**src/rtl/video_source_scheduler.sv**
```systemverilog
// rtl/video_source_scheduler.sv - frame-synchronous two-source pixel scheduler feeding the DVI stream
// Position tracks accepted transfers; source/enable changes only land on the last pixel of a frame.
module video_source_scheduler #(
  parameter int          Width     = 1040,
  parameter int          Height    = 666,
  parameter int          XWidth    = 11,
  parameter int          YWidth    = 10,
  parameter logic [23:0] FillColor = 24'h000000
) (
  input  logic              clk_i,
  input  logic              rst_i,
  input  logic              enable_i,
  input  logic              src_sel_i,
  input  logic [23:0]       src0_data_i,
  input  logic              src0_valid_i,
  output logic              src0_ready_o,
  input  logic [23:0]       src1_data_i,
  input  logic              src1_valid_i,
  output logic              src1_ready_o,
  output logic [23:0]       video_o,
  output logic              video_valid_o,
  input  logic              video_ready_i,
  output logic              active_src_o,
  output logic              streaming_o,
  output logic [XWidth-1:0] pixel_x_o,
  output logic [YWidth-1:0] pixel_y_o,
  output logic              frame_start_o,
  output logic [15:0]       underflow_count_o
);

  localparam logic [0:0] ST_IDLE   = 1'b0;
  localparam logic [0:0] ST_STREAM = 1'b1;

  logic [0:0]        state_q, state_d;
  logic              active_src_q, active_src_d;
  logic [XWidth-1:0] x_q, x_d;
  logic [YWidth-1:0] y_q, y_d;
  logic [15:0]       uf_q, uf_d;

  logic        xfer;
  logic        last_x;
  logic        last_y;
  logic        boundary;
  logic        stream;
  logic        sel_valid;
  logic [23:0] sel_data;
  logic        underflow;

  // The DVI must never be starved, so a pixel (real or fill) is always on offer.
  assign video_valid_o = 1'b1;
  assign xfer          = video_valid_o & video_ready_i;

  assign last_x   = (x_q == XWidth'(Width - 1));
  assign last_y   = (y_q == YWidth'(Height - 1));
  assign boundary = xfer & last_x & last_y;

  assign stream    = (state_q == ST_STREAM);
  assign sel_valid = active_src_q ? src1_valid_i : src0_valid_i;
  assign sel_data  = active_src_q ? src1_data_i  : src0_data_i;
  assign underflow = stream & video_ready_i & ~sel_valid;

  assign video_o      = (stream & sel_valid) ? sel_data : FillColor;
  assign src0_ready_o = stream & ~active_src_q & video_ready_i & src0_valid_i;
  assign src1_ready_o = stream &  active_src_q & video_ready_i & src1_valid_i;

  assign active_src_o      = active_src_q;
  assign streaming_o       = stream;
  assign pixel_x_o         = x_q;
  assign pixel_y_o         = y_q;
  assign frame_start_o     = xfer & (x_q == '0) & (y_q == '0);
  assign underflow_count_o = uf_q;

  always_comb begin
    state_d      = state_q;
    active_src_d = active_src_q;
    x_d          = x_q;
    y_d          = y_q;
    uf_d         = uf_q;

    if (xfer) begin
      if (last_x) begin
        x_d = '0;
        y_d = last_y ? '0 : y_q + YWidth'(1);
      end else begin
        x_d = x_q + XWidth'(1);
      end
    end

    if (boundary) begin
      case (state_q)
        ST_IDLE: begin
          if (enable_i) begin
            state_d      = ST_STREAM;
            active_src_d = src_sel_i;
          end
        end
        default: begin
          if (enable_i) begin
            active_src_d = src_sel_i;
          end else begin
            state_d = ST_IDLE;
          end
        end
      endcase
    end

    if (underflow && (uf_q != 16'hFFFF)) begin
      uf_d = uf_q + 16'd1;
    end
  end

  always_ff @(posedge clk_i or posedge rst_i) begin
    if (rst_i) begin
      state_q      <= ST_IDLE;
      active_src_q <= 1'b0;
      x_q          <= '0;
      y_q          <= '0;
      uf_q         <= '0;
    end else begin
      state_q      <= state_d;
      active_src_q <= active_src_d;
      x_q          <= x_d;
      y_q          <= y_d;
      uf_q         <= uf_d;
    end
  end

endmodule
```
**config.mk**
```make
export PLATFORM = sky130hd
export DESIGN_NAME = video_source_scheduler
export DESIGN_NICKNAME = d
export VERILOG_FILES = /design/src/rtl/video_source_scheduler.sv
export SDC_FILE = /design/constraint.sdc
export NUM_CORES = 1
export LEC_CHECK = 0
export ABC_AREA = 1
export CAP_MARGIN = 10
export CORE_AREA = 4 4 103 105
export DETAILED_ROUTE_END_ITERATION = 10
export DIE_AREA = 0 0 107 109
export DONT_BUFFER_PORTS = 1
export GPL_TIMING_DRIVEN = 0
export SLEW_MARGIN = 20
export SYNTH_ARGS = -nofsm -noshare
export SYNTH_HDL_FRONTEND = slang
export SYNTH_SLANG_ARGS = --single-unit
```
**constraint.sdc**
```tcl
create_clock -name clk_i -period 3.55 [get_ports clk_i]
set_input_delay 0 -clock clk_i [delete_from_list [all_inputs] [get_ports clk_i]]
set_output_delay 0 -clock clk_i [all_outputs]
set_load 0.005 [all_outputs]
```
# Word level (Yosys, flattened, before mapping)
# Cells that the tools add are included.
# word_totals
reg_bits	39
latch_bits	0
ramBits	0
mem_bits_ro	0
input_bits	55
out_inout_bits	67
word_cells	37
memories	0
# op_classes
addsub	3
n_mul	0
div	0
n_lt_le_gt_ge	0
n_eq_ne	3
shifts	0
mux	6
bitwise_logic	15
reduce_logical	5
# op_table
op	n
24-bit 2-to-1 mux	2
16-bit by 1-bit adder with 16-bit output (second input constant)	1
16-bit != test (second input constant)	1
1-bit bitwise AND	13
11-bit by 1-bit adder with 11-bit output (second input constant)	1
11-bit == test (second input constant)	1
11-bit logical NOT	1
11-bit 2-to-1 mux	1
10-bit by 1-bit adder with 10-bit output (second input constant)	1
10-bit == test (second input constant)	1
10-bit logical NOT	1
10-bit 2-to-1 mux	1
2-bit AND reduction	2
1-bit 2-to-1 mux	2
1-bit inverter	2
1-bit logical AND	1

# Longest topological paths before layout
# Gate-level depths: netlist of the first run.
# depth
ltp_word	4
depth_mapped	9
ltp_nobuf	9

# Least setup slack after synthesis of the first run
# OpenSTA, ideal clock, no wires.
# synth_timing
path_kind	register to register
start	reg uf_q[0] (netlist: underflow_count_o[0])
end	reg uf_q[5] (netlist: underflow_count_o[5])
setup_time_ps	117
arrival_ps	1299
t_required_ps	3433
slack_ps	2135
path_stages_with_launch	10
n_path_buf	1
period_less_slack_ps	1415
path_cell_list	dfrtp_1 > ha_1 > nand3_2 > clkinv_2 > nand3_2 > nand2_2 > nand2_4 > buf_6 > nand3b_1 > nand2_1
# synth_via
elab_chain_cells	2
word_cells_on_any_way	3
cone_classes	add/sub: 1; eq/ne: 1; reduce/logical: 1
# synth_lines
element	line	text
start: declaration	38	logic [15:0] uf_q, uf_d;
start signal: assignment	124	uf_q <= uf_d;
branches (longest 2 deep; another with 16-bit by 1-bit adder with 16-bit output)	n/a	
# Several ways; the timed one is not identified.
# A chain may end at the register's enable or synchronous reset.

# Worst setup path after layout of the first run
# layout_timing
start	reg x_q[0] (netlist: pixel_x_o[0])
end	reg active_src_q (netlist: active_src_o)
# layout_via
elab_chain_cells	4
# layout_lines
element	line	text
start: declaration	36	logic [XWidth-1:0] x_q, x_d;
start signal: assignment	116	x_q <= '0;
start signal: assignment	122	x_q <= x_d;
11-bit == test	53	assign last_x = (x_q == XWidth'(Width - 1));
1-bit bitwise AND (2 in series)	55	assign boundary = xfer & last_x & last_y;
2-bit AND reduction (no line)	n/a	
end signal: assignment	121	active_src_q <= active_src_d;
end: declaration	35	logic active_src_q, active_src_d;
# Every way passes these cells.

==> results of run 1 <==
==> timing repair <==
action / in CTS / in global routing
endpoints found under the setup margin: 0 / 0
hold buffers: 6 / 0
gates resized for setup: 0 / 0
hold endpoints to repair: 42 / 0
==> per-stage QoR <==
step | util [%] | power (mW) | setup WS (ns) | area [um^2]
after detailed placement | 31.3 | 0.991 | 1.94 | 3020
final | 33.0 | 1.34 | 1.07 | 3180
after global routing | 33.0 | 1.45 | 0.937 | 3180
after global placement | 31.1 | 0.977 | 1.97 | 3000
after floorplan | - | 0.890 | 2.13 | 2830
after CTS | 33.0 | 1.36 | 1.07 | 3180
==> path summary, 6_finish.rpt <==
path,start,endpoint,slack [ns]
max,pixel_x_o[0]$_DFFE_PP0P_,active_src_o$_DFFE_PP0P_,1.07
min,rst_i,underflow_count_o[4]$_DFFE_PP0P_,0.10
max reg2reg,pixel_x_o[0]$_DFFE_PP0P_,active_src_o$_DFFE_PP0P_,1.07
min reg2reg,underflow_count_o[0]$_DFFE_PP0P_,underflow_count_o[0]$_DFFE_PP0P_,0.58
max in group asynchronous,rst_i,pixel_x_o[2]$_DFFE_PP0P_,3.01
min in group clk_i,src0_data_i[13],video_o[13],0.11
==> sequential cells by signal, indices dropped and copies added (netlist names) <==
signal / cells
pixel_x_o: 11
streaming_o: 1
pixel_y_o: 10
underflow_count_o: 16
active_src_o: 1
==> worst register-to-register path, delay by kind of cell, from the launching register on <==
family / cells / cell delay, ns
adders and majority gates: 1 / 0.25
buffers and inverters: 3 / 1.18
DFF: 1 / 0.46
and+or+nand+nor: 5 / 0.54
==> power groups by stage <==
stage | sequential [mW] | clock (mW) | combinational (mW)
after global placement | 0.651 | 0 | 0.326
after floorplan | 0.610 | 0 | 0.280
after detailed placement | 0.652 | 0 | 0.339
final | 0.641 | 0.357 | 0.340
after global routing | 0.658 | 0.395 | 0.398
after CTS | 0.644 | 0.368 | 0.344
==> Yosys cell counts, types with 2 or more instances <==
library cell / count / area share, %
o21ai_0: 8 / 1.4
xor2_1: 9 / 2.8
a21oi_1: 24 / 4.2
dfrtp_1: 39 / 34
nand3b_1: 3 / 0.80
nand2_1: 140 / 19
o21ai_2: 9 / 2.8
inv_1: 40 / 5.3
ha_1: 6 / 2.7
buf_4: 2 / 0.53
nor3_2: 2 / 0.71
buf_6: 4 / 1.6
nor2_4: 2 / 0.80
nand3_1: 30 / 5.3
nor4_1: 2 / 0.44
nor3_1: 7 / 1.2
nand4_1: 10 / 2.2
nor2_1: 38 / 5.0
o21ai_1: 5 / 0.88
nand3_2: 3 / 1.1
buf_2: 2 / 0.35
nor2_2: 4 / 0.88
nand2_2: 3 / 0.66
buf_1: 2 / 0.27
xnor2_1: 6 / 1.9
clkbuf_1: 2 / 0.27
==> cell type report <==
type | count | area share [%]
clock buffers | 6 | 2.28
clock inverters | 1 | 0.945
repair buffers | 7 | 2.52
well taps | 133 | 5.24
multi-input cells | 317 | 50.5
inverters | 43 | 5.12
flip-flops and latches | 39 | 30.7
plain buffers | 12 | 2.68
==> kinds of logic after synthesis <==
| kind of cell | count (synthesis) |
|---|---|
| flops | 39 |
| fa+ha+maj | 6 |
| other cells | 1 |
| xor+xnor | 15 |
| buf+inv | 55 |
| simple gates | 248 |
| compound gates | 47 |
==> layer usage <==
layer	global-route usage [%]	wire [um]
met3	2.90	515
met2	23.7	3890
met1	14.9	3290
met5	0	0
met4	5.21	145
==> flow_summary_export.csv, run 1 <==
group,metric,value,unit
synthesis,synth_edf_count,0,
global_routing,grt_overflow,0,
clock_tree,cts_setup_buffers,0,
layout,diodes,0,
timing,min_period_over_period,69.8,%
layout,final_common_cell,"nand2_1",
timing,hold_viol_final,0,
power_and_ir_drop,swShare,37.3,%
synthesis,syn-cell-area,2830,um^2
power_and_ir_drop,cellLeakagePower,1.49,nW
timing,tightest_slew,0.535,ns
global_routing,track_usage,13.1,%
critical_path,end_kind,"flip-flop",
critical_path,path_buf_inv,3,
global_routing,antenna_found_initial,0,
synthesis,yosys.area_share.simple,39.4,%
detailed_routing,wire_per_inst,14.1,um
detailed_routing,wl,7.84,mm
detailed_routing,first_pass_iters,4,
detailed_routing,drt_iter0_markers,126,
layout,register_area,976,um^2
timing,period_needed,2.48,ns
power_and_ir_drop,pwr-share-seq,47.9,%
clock_tree,clock_latency,0.28,ns
synthesis,synth_top_family_by_area,"simple AND/OR/NAND/NOR gates",
clock_tree,numCtsBuffers,5,
timing,drv_slew,0,
worst_hold_path,hold_class,"primary input to async pin",
timing,setup_tns,0,ns
layout,layout_common_cells,"nand2_1 (140), inv_1 (39), dfrtp_1 (39)",
die,dieArea,11700,um^2
die,io_pins,122,
synthesis,synth_compound_area_share,9.91,%
critical_path,cp.depth,9,
synthesis,ys_ff_latch,39,
timing,slew_headroom,64.3,%
synthesis,seq_area_frac_synth,34.5,%
clock_tree,cts_sinks,39,
layout,layout.cells.non_filler,558,
layout,area_growth,12.3,%
critical_path,critPathTopFamily,"buffers and inverters",
timing,fmax,404,MHz
critical_path,crit_path_max_fanout,6,
die,rows,36,
clock_tree,cts_tree,"yes",
layout,drive_gt1_share,10.6,%
die,die_w,107,um
die,start_util,29.3,%
placement,dp_hpwl,6.30,mm
critical_path,slowest_delay,0.56,ns
synthesis,syn_inst,411,
critical_path,required,3.77,ns
timing,holdWs,0.102,ns
detailed_routing,vias,2691,
timing,skew,0.00577,ns
clock_tree,clk_pin_slew,0.08,ns
die,die_y,109,um
critical_path,crit_path_top_delay_cell,"dlygate4sd3_1",
job,cap_violations,0,
synthesis,yosysWarnings,0,
critical_path,path_class,"flip-flop to flip-flop",
synthesis,synthMuxAreaShare,0,%
layout,final_net_count,486,
outcome,outcome,"finished, final reports clean",
timing,setup_viol,0,
critical_path,worstPathArrival,2.70,ns
synthesis,synth_ff_type,"dfrtp_1",
synthesis,ys_async_sr_fraction,100,%
placement,gp_congestion,0.850,
synthesis,synthAdderAreaFrac,2.65,%
critical_path,ff2ff_path_depth,9,
synthesis,ys_types,35,
layout,multi_input_area,1610,um^2
timing,rsz0062_at_grt,"no",
synthesis,synthXorXnorAreaFrac,4.64,%
power_and_ir_drop,p_per_area,421,nW/um^2
detailed_routing,drtAntennaViolNets,0,
synthesis,syn_nets,472,
clock_tree,clockBufferDepth,2,
layout,fill_cells,1023,
power_and_ir_drop,power_frac_clock,26.7,%
power_and_ir_drop,ir_drop,0.273,mV
global_routing,grt_pass1_vias,2461,
critical_path,cp_cell_sequence,"ha_1 > nand2_1 > clkinv_1 > nand3_1 > nor3_2 > nand4_1 > dlygate4sd3_1 > nand2_1 > dlygate4sd3_1",
clock_tree,htree_levels,2,
die,core_area,9640,um^2
synthesis,avgSynthCellArea,6.88,um^2
power_and_ir_drop,power.switching,499,uW
global_routing,grt_max_degree,32,
power_and_ir_drop,internal-power,839,uW
global_routing,grt_pass1_wl,12.1,mm
clock_tree,root_buffer,"clkbuf_8",
placement,portBuffers,0,
power_and_ir_drop,p_comb_share,25.4,%
detailed_routing,vias_per_cell,4.82,
placement,placed_cells,545,
critical_path,cp-start-kind,"flip-flop",
detailed_routing,drc,0,
(Power assumes the default switching activity.)
==> inputs of run 2 (changes only) <==
Clock period 3.55 ns to 2.1 ns, I/O delays scaled along.
==> run 2 against run 1 <==
Effect of this change: clock power grew 68%; sequential share of layout area increased by 0.097 points; routed wire length is essentially flat; clock skew fell by 0.0020 ns; largest cell class unchanged.
==> flow_summary_export.csv, run 2 (synthesis gave the netlist of run 1 again) <==
group,metric,value,unit
outcome,outcome,"finished, final reports clean",
timing,skew,0.00380,ns
clock_tree,cts_sinks,39,
global_routing,grt_max_degree,32,
global_routing,grt_pass1_vias,2455,
detailed_routing,drtAntennaViolNets,0,
critical_path,slowest_delay,0.56,ns
clock_tree,numCtsBuffers,5,
critical_path,cp_cell_sequence,"ha_1 > nand2_1 > clkinv_1 > nand3_1 > nor3_2 > nand4_1 > dlygate4sd3_1 > nand2_1",
layout,area_growth,12.0,%
timing,min_period_over_period,92.0,%
timing,setup_tns,0,ns
critical_path,end_kind,"flip-flop",
global_routing,grt_pass1_wl,12.1,mm
power_and_ir_drop,ir_drop,0.464,mV
die,die_w,107,um
clock_tree,cts_setup_buffers,0,
placement,portBuffers,0,
critical_path,crit_top_cell,"nand2_1",
placement,gp_congestion,0.850,
die,core_area,9640,um^2
layout,drive_gt1_share,10.6,%
clock_tree,htree_levels,2,
placement,dp_hpwl,6.30,mm
layout,layout.cells.non_filler,557,
placement,placed_cells,545,
power_and_ir_drop,cellLeakagePower,1.49,nW
job,cap_violations,0,
worst_hold_path,hold_class,"primary input to async pin",
critical_path,worstPathArrival,2.16,ns
critical_path,worstReg2RegEnd,"active_src_o$_DFFE_PP0P_",
timing,slew_headroom,64.5,%
critical_path,required,2.32,ns
power_and_ir_drop,total_power,2.26,mW
critical_path,crit_path_top_delay_cell,"dlygate4sd3_1",
clock_tree,clk_pin_slew,0.08,ns
critical_path,reg2reg_from,"pixel_x_o[0]$_DFFE_PP0P_",
timing,rsz0062_at_grt,"no",
global_routing,antenna_found_initial,0,
critical_path,ff2ff_path_depth,8,
layout,largest_reg_flops,16,
timing,period_needed,1.93,ns
timing,holdWs,0.104,ns
timing,tightest_slew,0.532,ns
layout,final_common_cell,"nand2_1",
timing,drv_slew,0,
detailed_routing,drc,0,
die,start_util,29.3,%
detailed_routing,vias_per_cell,4.84,
global_routing,grt_overflow,0,
die,io_pins,122,
layout,diodes,0,
clock_tree,cts_tree,"yes",
clock_tree,root_buffer,"clkbuf_8",
timing,setup_viol,0,
clock_tree,clock_latency,0.28,ns
global_routing,track_usage,13.0,%
detailed_routing,first_pass_iters,6,
clock_tree,clockBufferDepth,2,
timing,hold_viol_final,0,
critical_path,cp-start-kind,"flip-flop",
die,die_y,109,um
critical_path,critPathTopFamily,"buffers and inverters",
timing,fmax,517,MHz
layout,final_net_count,485,
critical_path,r2r_slack,0.17,ns
critical_path,crit_path_max_fanout,6,
critical_path,path_buf_inv,2,
detailed_routing,wire_per_inst,14.1,um
die,dieArea,11700,um^2
power_and_ir_drop,p_per_area,713,nW/um^2
detailed_routing,wl,7.84,mm
layout,layout_common_cells,"nand2_1 (140), inv_1 (39), dfrtp_1 (39)",
critical_path,path_class,"flip-flop to flip-flop",
detailed_routing,vias,2698,
die,rows,36,
detailed_routing,drt_iter0_markers,117,
-- run 2: per-stage QoR --
step                      setup WS, ns  utilization (%)  area, um^2
final                            0.167             32.9        3170
after global routing            0.0410             32.9        3170
after CTS                        0.145             32.9        3170
after detailed placement         0.488             31.3        3020
after global placement           0.522             31.1        3000
after floorplan                  0.685                -        2830
-- run 2: worst max path at each step --
| stage | slack (ns) | end | startpoint | cells past startpoint |
|---|---|---|---|---|
| after floorplan | 0.68 | underflow_count_o[5]$_DFFE_PP0P_ | underflow_count_o[0]$_DFFE_PP0P_ | 9 |
| after global placement | 0.52 | underflow_count_o[13]$_DFFE_PP0P_ | underflow_count_o[0]$_DFFE_PP0P_ | 9 |
| after detailed placement | 0.49 | underflow_count_o[5]$_DFFE_PP0P_ | underflow_count_o[0]$_DFFE_PP0P_ | 9 |
| after CTS | 0.14 | active_src_o$_DFFE_PP0P_ | pixel_x_o[0]$_DFFE_PP0P_ | 8 |
| after global routing | 0.04 | active_src_o$_DFFE_PP0P_ | pixel_x_o[0]$_DFFE_PP0P_ | 8 |
| final | 0.17 | active_src_o$_DFFE_PP0P_ | pixel_x_o[0]$_DFFE_PP0P_ | 8 |
-- run 2: layout make-up --
| cell class | count | area [um^2] |
|---|---|---|
| buffer | 12 | 85.1 |
| fill | 1021 | 6470 |
| timing repair buffer | 6 | 70.1 |
| multi-input combinational | 317 | 1610 |
| tap | 133 | 166 |
| clock inverter | 1 | 30.0 |
| inverter | 43 | 163 |
| sequential | 39 | 976 |
| clock buffer | 6 | 72.6 |
-- run 2: report_power, final --
group	total [mW]	internal (mW)	switching, mW
Combinational	0.574	0.212	0.362
Clock	0.601	0.348	0.253
Sequential	1.08	0.858	0.226
Total	2.26	1.42	0.840
-- run 2: routing by layer --
metal	wire length (um)	part of all wire [%]	track usage, %	vias to the layer above
li1	-	-	-	1336
met1	3270	42	14.9	1242
met2	3900	50	23.6	110
met3	526	6.7	2.90	10
met4	141	1.8	5.21	0
met5	0	0	0	-
-- run 2: what timing repair did --
item | CTS | global route
resized for setup | 0 | 0
endpoints found under the hold margin | 42 | 0
hold buffers | 5 | 0
==> inputs of run 3 (changes only) <==
Settings changed: PLACE_DENSITY set to 0.51.
==> run 3 against run 2 <==
Effect of this change: hold slack improved by 0.0052 ns; sequential cell count unchanged; maximum frequency increased by 13%; clock power decreased by 10%; first-iteration DRC count unchanged; clock skew increased by 0.0048 ns; core utilization decreased by 0.19 points; cell count unchanged; combinational power increased by 1%.
==> flow_summary_export.csv, run 3 (synthesis gave the netlist of run 1 again) <==
group,metric,value,unit
die,rows,36,
layout,fill_cells,1079,
detailed_routing,wl,7.56,mm
timing,drv_slew,0,
placement,place_area,3020,um^2
placement,portBuffers,0,
clock_tree,cts_tree,"yes",
timing,fmax,585,MHz
power_and_ir_drop,internal-power,1.31,mW
clock_tree,clk_pin_slew,0.08,ns
placement,gp_congestion,0.818,
layout,postLayoutCellArea,3150,um^2
timing,min_period_over_period,81.4,%
timing,holdWs,0.110,ns
detailed_routing,top_layer,"met4",
layout,layout_common_cells,"nand2_1 (140), inv_1 (39), dfrtp_1 (39)",
power_and_ir_drop,swShare,40.3,%
global_routing,antenna_found_initial,0,
detailed_routing,vias,2624,
critical_path,crit_path_max_fanout,10,
die,io_pins,122,
power_and_ir_drop,power.switching,884,uW
global_routing,grt_max_degree,24,
clock_tree,cts_resized,0,
global_routing,grt_overflow,0,
detailed_routing,first_pass_iters,4,
layout,area_growth,11.3,%
layout,final_common_cell,"nand2_1",
clock_tree,root_buffer,"clkbuf_8",
critical_path,required,2.10,ns
detailed_routing,vias_per_cell,4.71,
detailed_routing,drc,0,
timing,period_needed,1.71,ns
detailed_routing,wl_met3,562,um
power_and_ir_drop,total_power,2.19,mW
layout,diodes,0,
clock_tree,clockBufferDepth,2,
timing,rsz0062_at_grt,"no",
power_and_ir_drop,pwr-share-seq,48.8,%
detailed_routing,drtAntennaViolNets,0,
outcome,outcome,"finished, final reports clean",
detailed_routing,wire_per_inst,13.6,um
placement,pre_cts_slack,0.442,ns
clock_tree,htree_levels,2,
job,cap_violations,0,
placement,dp_hpwl,5.92,mm
power_and_ir_drop,power_frac_clock,24.6,%
die,die_w,107,um
timing,setup_tns,0,ns
global_routing,grt_pass1_vias,2335,
critical_path,cp-start-kind,"flip-flop",
layout,final_net_count,484,
detailed_routing,drt_iter0_markers,117,
detailed_routing,wl_met2,3.68,mm
power_and_ir_drop,ir_drop,0.419,mV
timing,skew,0.00861,ns
power_and_ir_drop,p_comb_share,26.6,%
global_routing,grt_pass1_wl,11.8,mm
timing,setup_ws,0.390,ns
die,core_area,9640,um^2
timing,setup_viol,0,
power_and_ir_drop,cellLeakagePower,1.48,nW
die,die_y,109,um
clock_tree,clock_latency,0.30,ns
global_routing,track_usage,12.6,%
clock_tree,cts_sinks,39,
layout,largest_reg_flops,16,
power_and_ir_drop,p_per_area,695,nW/um^2
die,dieArea,11700,um^2
clock_tree,numCtsBuffers,5,
layout,drive_gt1_share,11.1,%
critical_path,end_kind,"output port",
critical_path,path_class,"flip-flop to output port",
worst_hold_path,hold_class,"primary input to output port",
critical_path,worstPathArrival,1.71,ns
die,start_util,29.3,%
timing,hold_viol_final,0,
detailed_routing,routedLengthMet1,3.23,mm
run 3: cell count changes in the layout (fill, tap and decap cells not counted), sizes merged:
cell         previous run  this run
clkbuf                  8         7
dlygate4sd3             5         4
bufinv                  1         0
clkinv                  2         4
clkinvlp                0         1
run 3: through the flow:
| stage | utilization, % | instances |
|---|---|---|
| global route | 32.7 | 557 |
| floorplan | - | 411 |
| detailed placement | 31.3 | 545 |
| finish | 32.7 | 557 |
| CTS | 32.7 | 557 |
| global placement | 31.1 | 544 |
run 3: per-layer routing:
metal	vias up	GRT usage, %
met3	9	3.91
met1	1204	16.9
met2	75	19.8
li1	1336	-
met5	-	0
met4	0	3.38
run 3: critical path: stages (launching register included):
cell	delay, ns
dfrtp_1	0.45
buf_6	0.17
inv_1	0.13
buf_1	0.33
nand2_1	0.13
a21oi_1	0.19
run 3: final timing paths:
path	from	end	slack (ns)	cells past startpoint
setup / recovery	active_src_o$_DFFE_PP0P_	video_o[22]	0.39	5
hold / removal	src1_data_i[22]	video_o[22]	0.11	2
setup reg to reg	underflow_count_o[0]$_DFFE_PP0P_	underflow_count_o[5]$_DFFE_PP0P_	0.46	9
hold reg to reg	underflow_count_o[6]$_DFFE_PP0P_	underflow_count_o[6]$_DFFE_PP0P_	0.58	2
max in group asynchronous	rst_i	pixel_y_o[6]$_DFFE_PP0N_	1.50	3
min in group asynchronous	rst_i	underflow_count_o[1]$_DFFE_PP0P_	0.14	2
run 3: layout make-up:
| type | count | area [um^2] | share of cell area [%] |
|---|---|---|---|
| sequential | 39 | 976 | 31.0 |
| inverter | 43 | 163 | 5.16 |
| timing repair buffer | 5 | 60.1 | 1.91 |
| clock buffer | 5 | 68.8 | 2.19 |
| multi-input combinational | 317 | 1610 | 51.0 |
| clock inverter | 3 | 25.0 | 0.795 |
| buffer | 12 | 85.1 | 2.70 |
| tap | 133 | 166 | 5.28 |
run 3: power groups by stage:
stage / Sequential [mW] / Clock (mW) / Combinational (mW)
after floorplan: 1.03 / 0 / 0.473
after global placement: 1.09 / 0 / 0.570
after detailed placement: 1.09 / 0 / 0.585
after CTS: 1.07 / 0.573 / 0.594
after global routing: 1.10 / 0.595 / 0.678
final: 1.07 / 0.538 / 0.582
run 3: repair_timing:
action	in CTS	in global routing
setup buffers	0	0
hold buffers	4	0
endpoints found under the hold margin	44	0
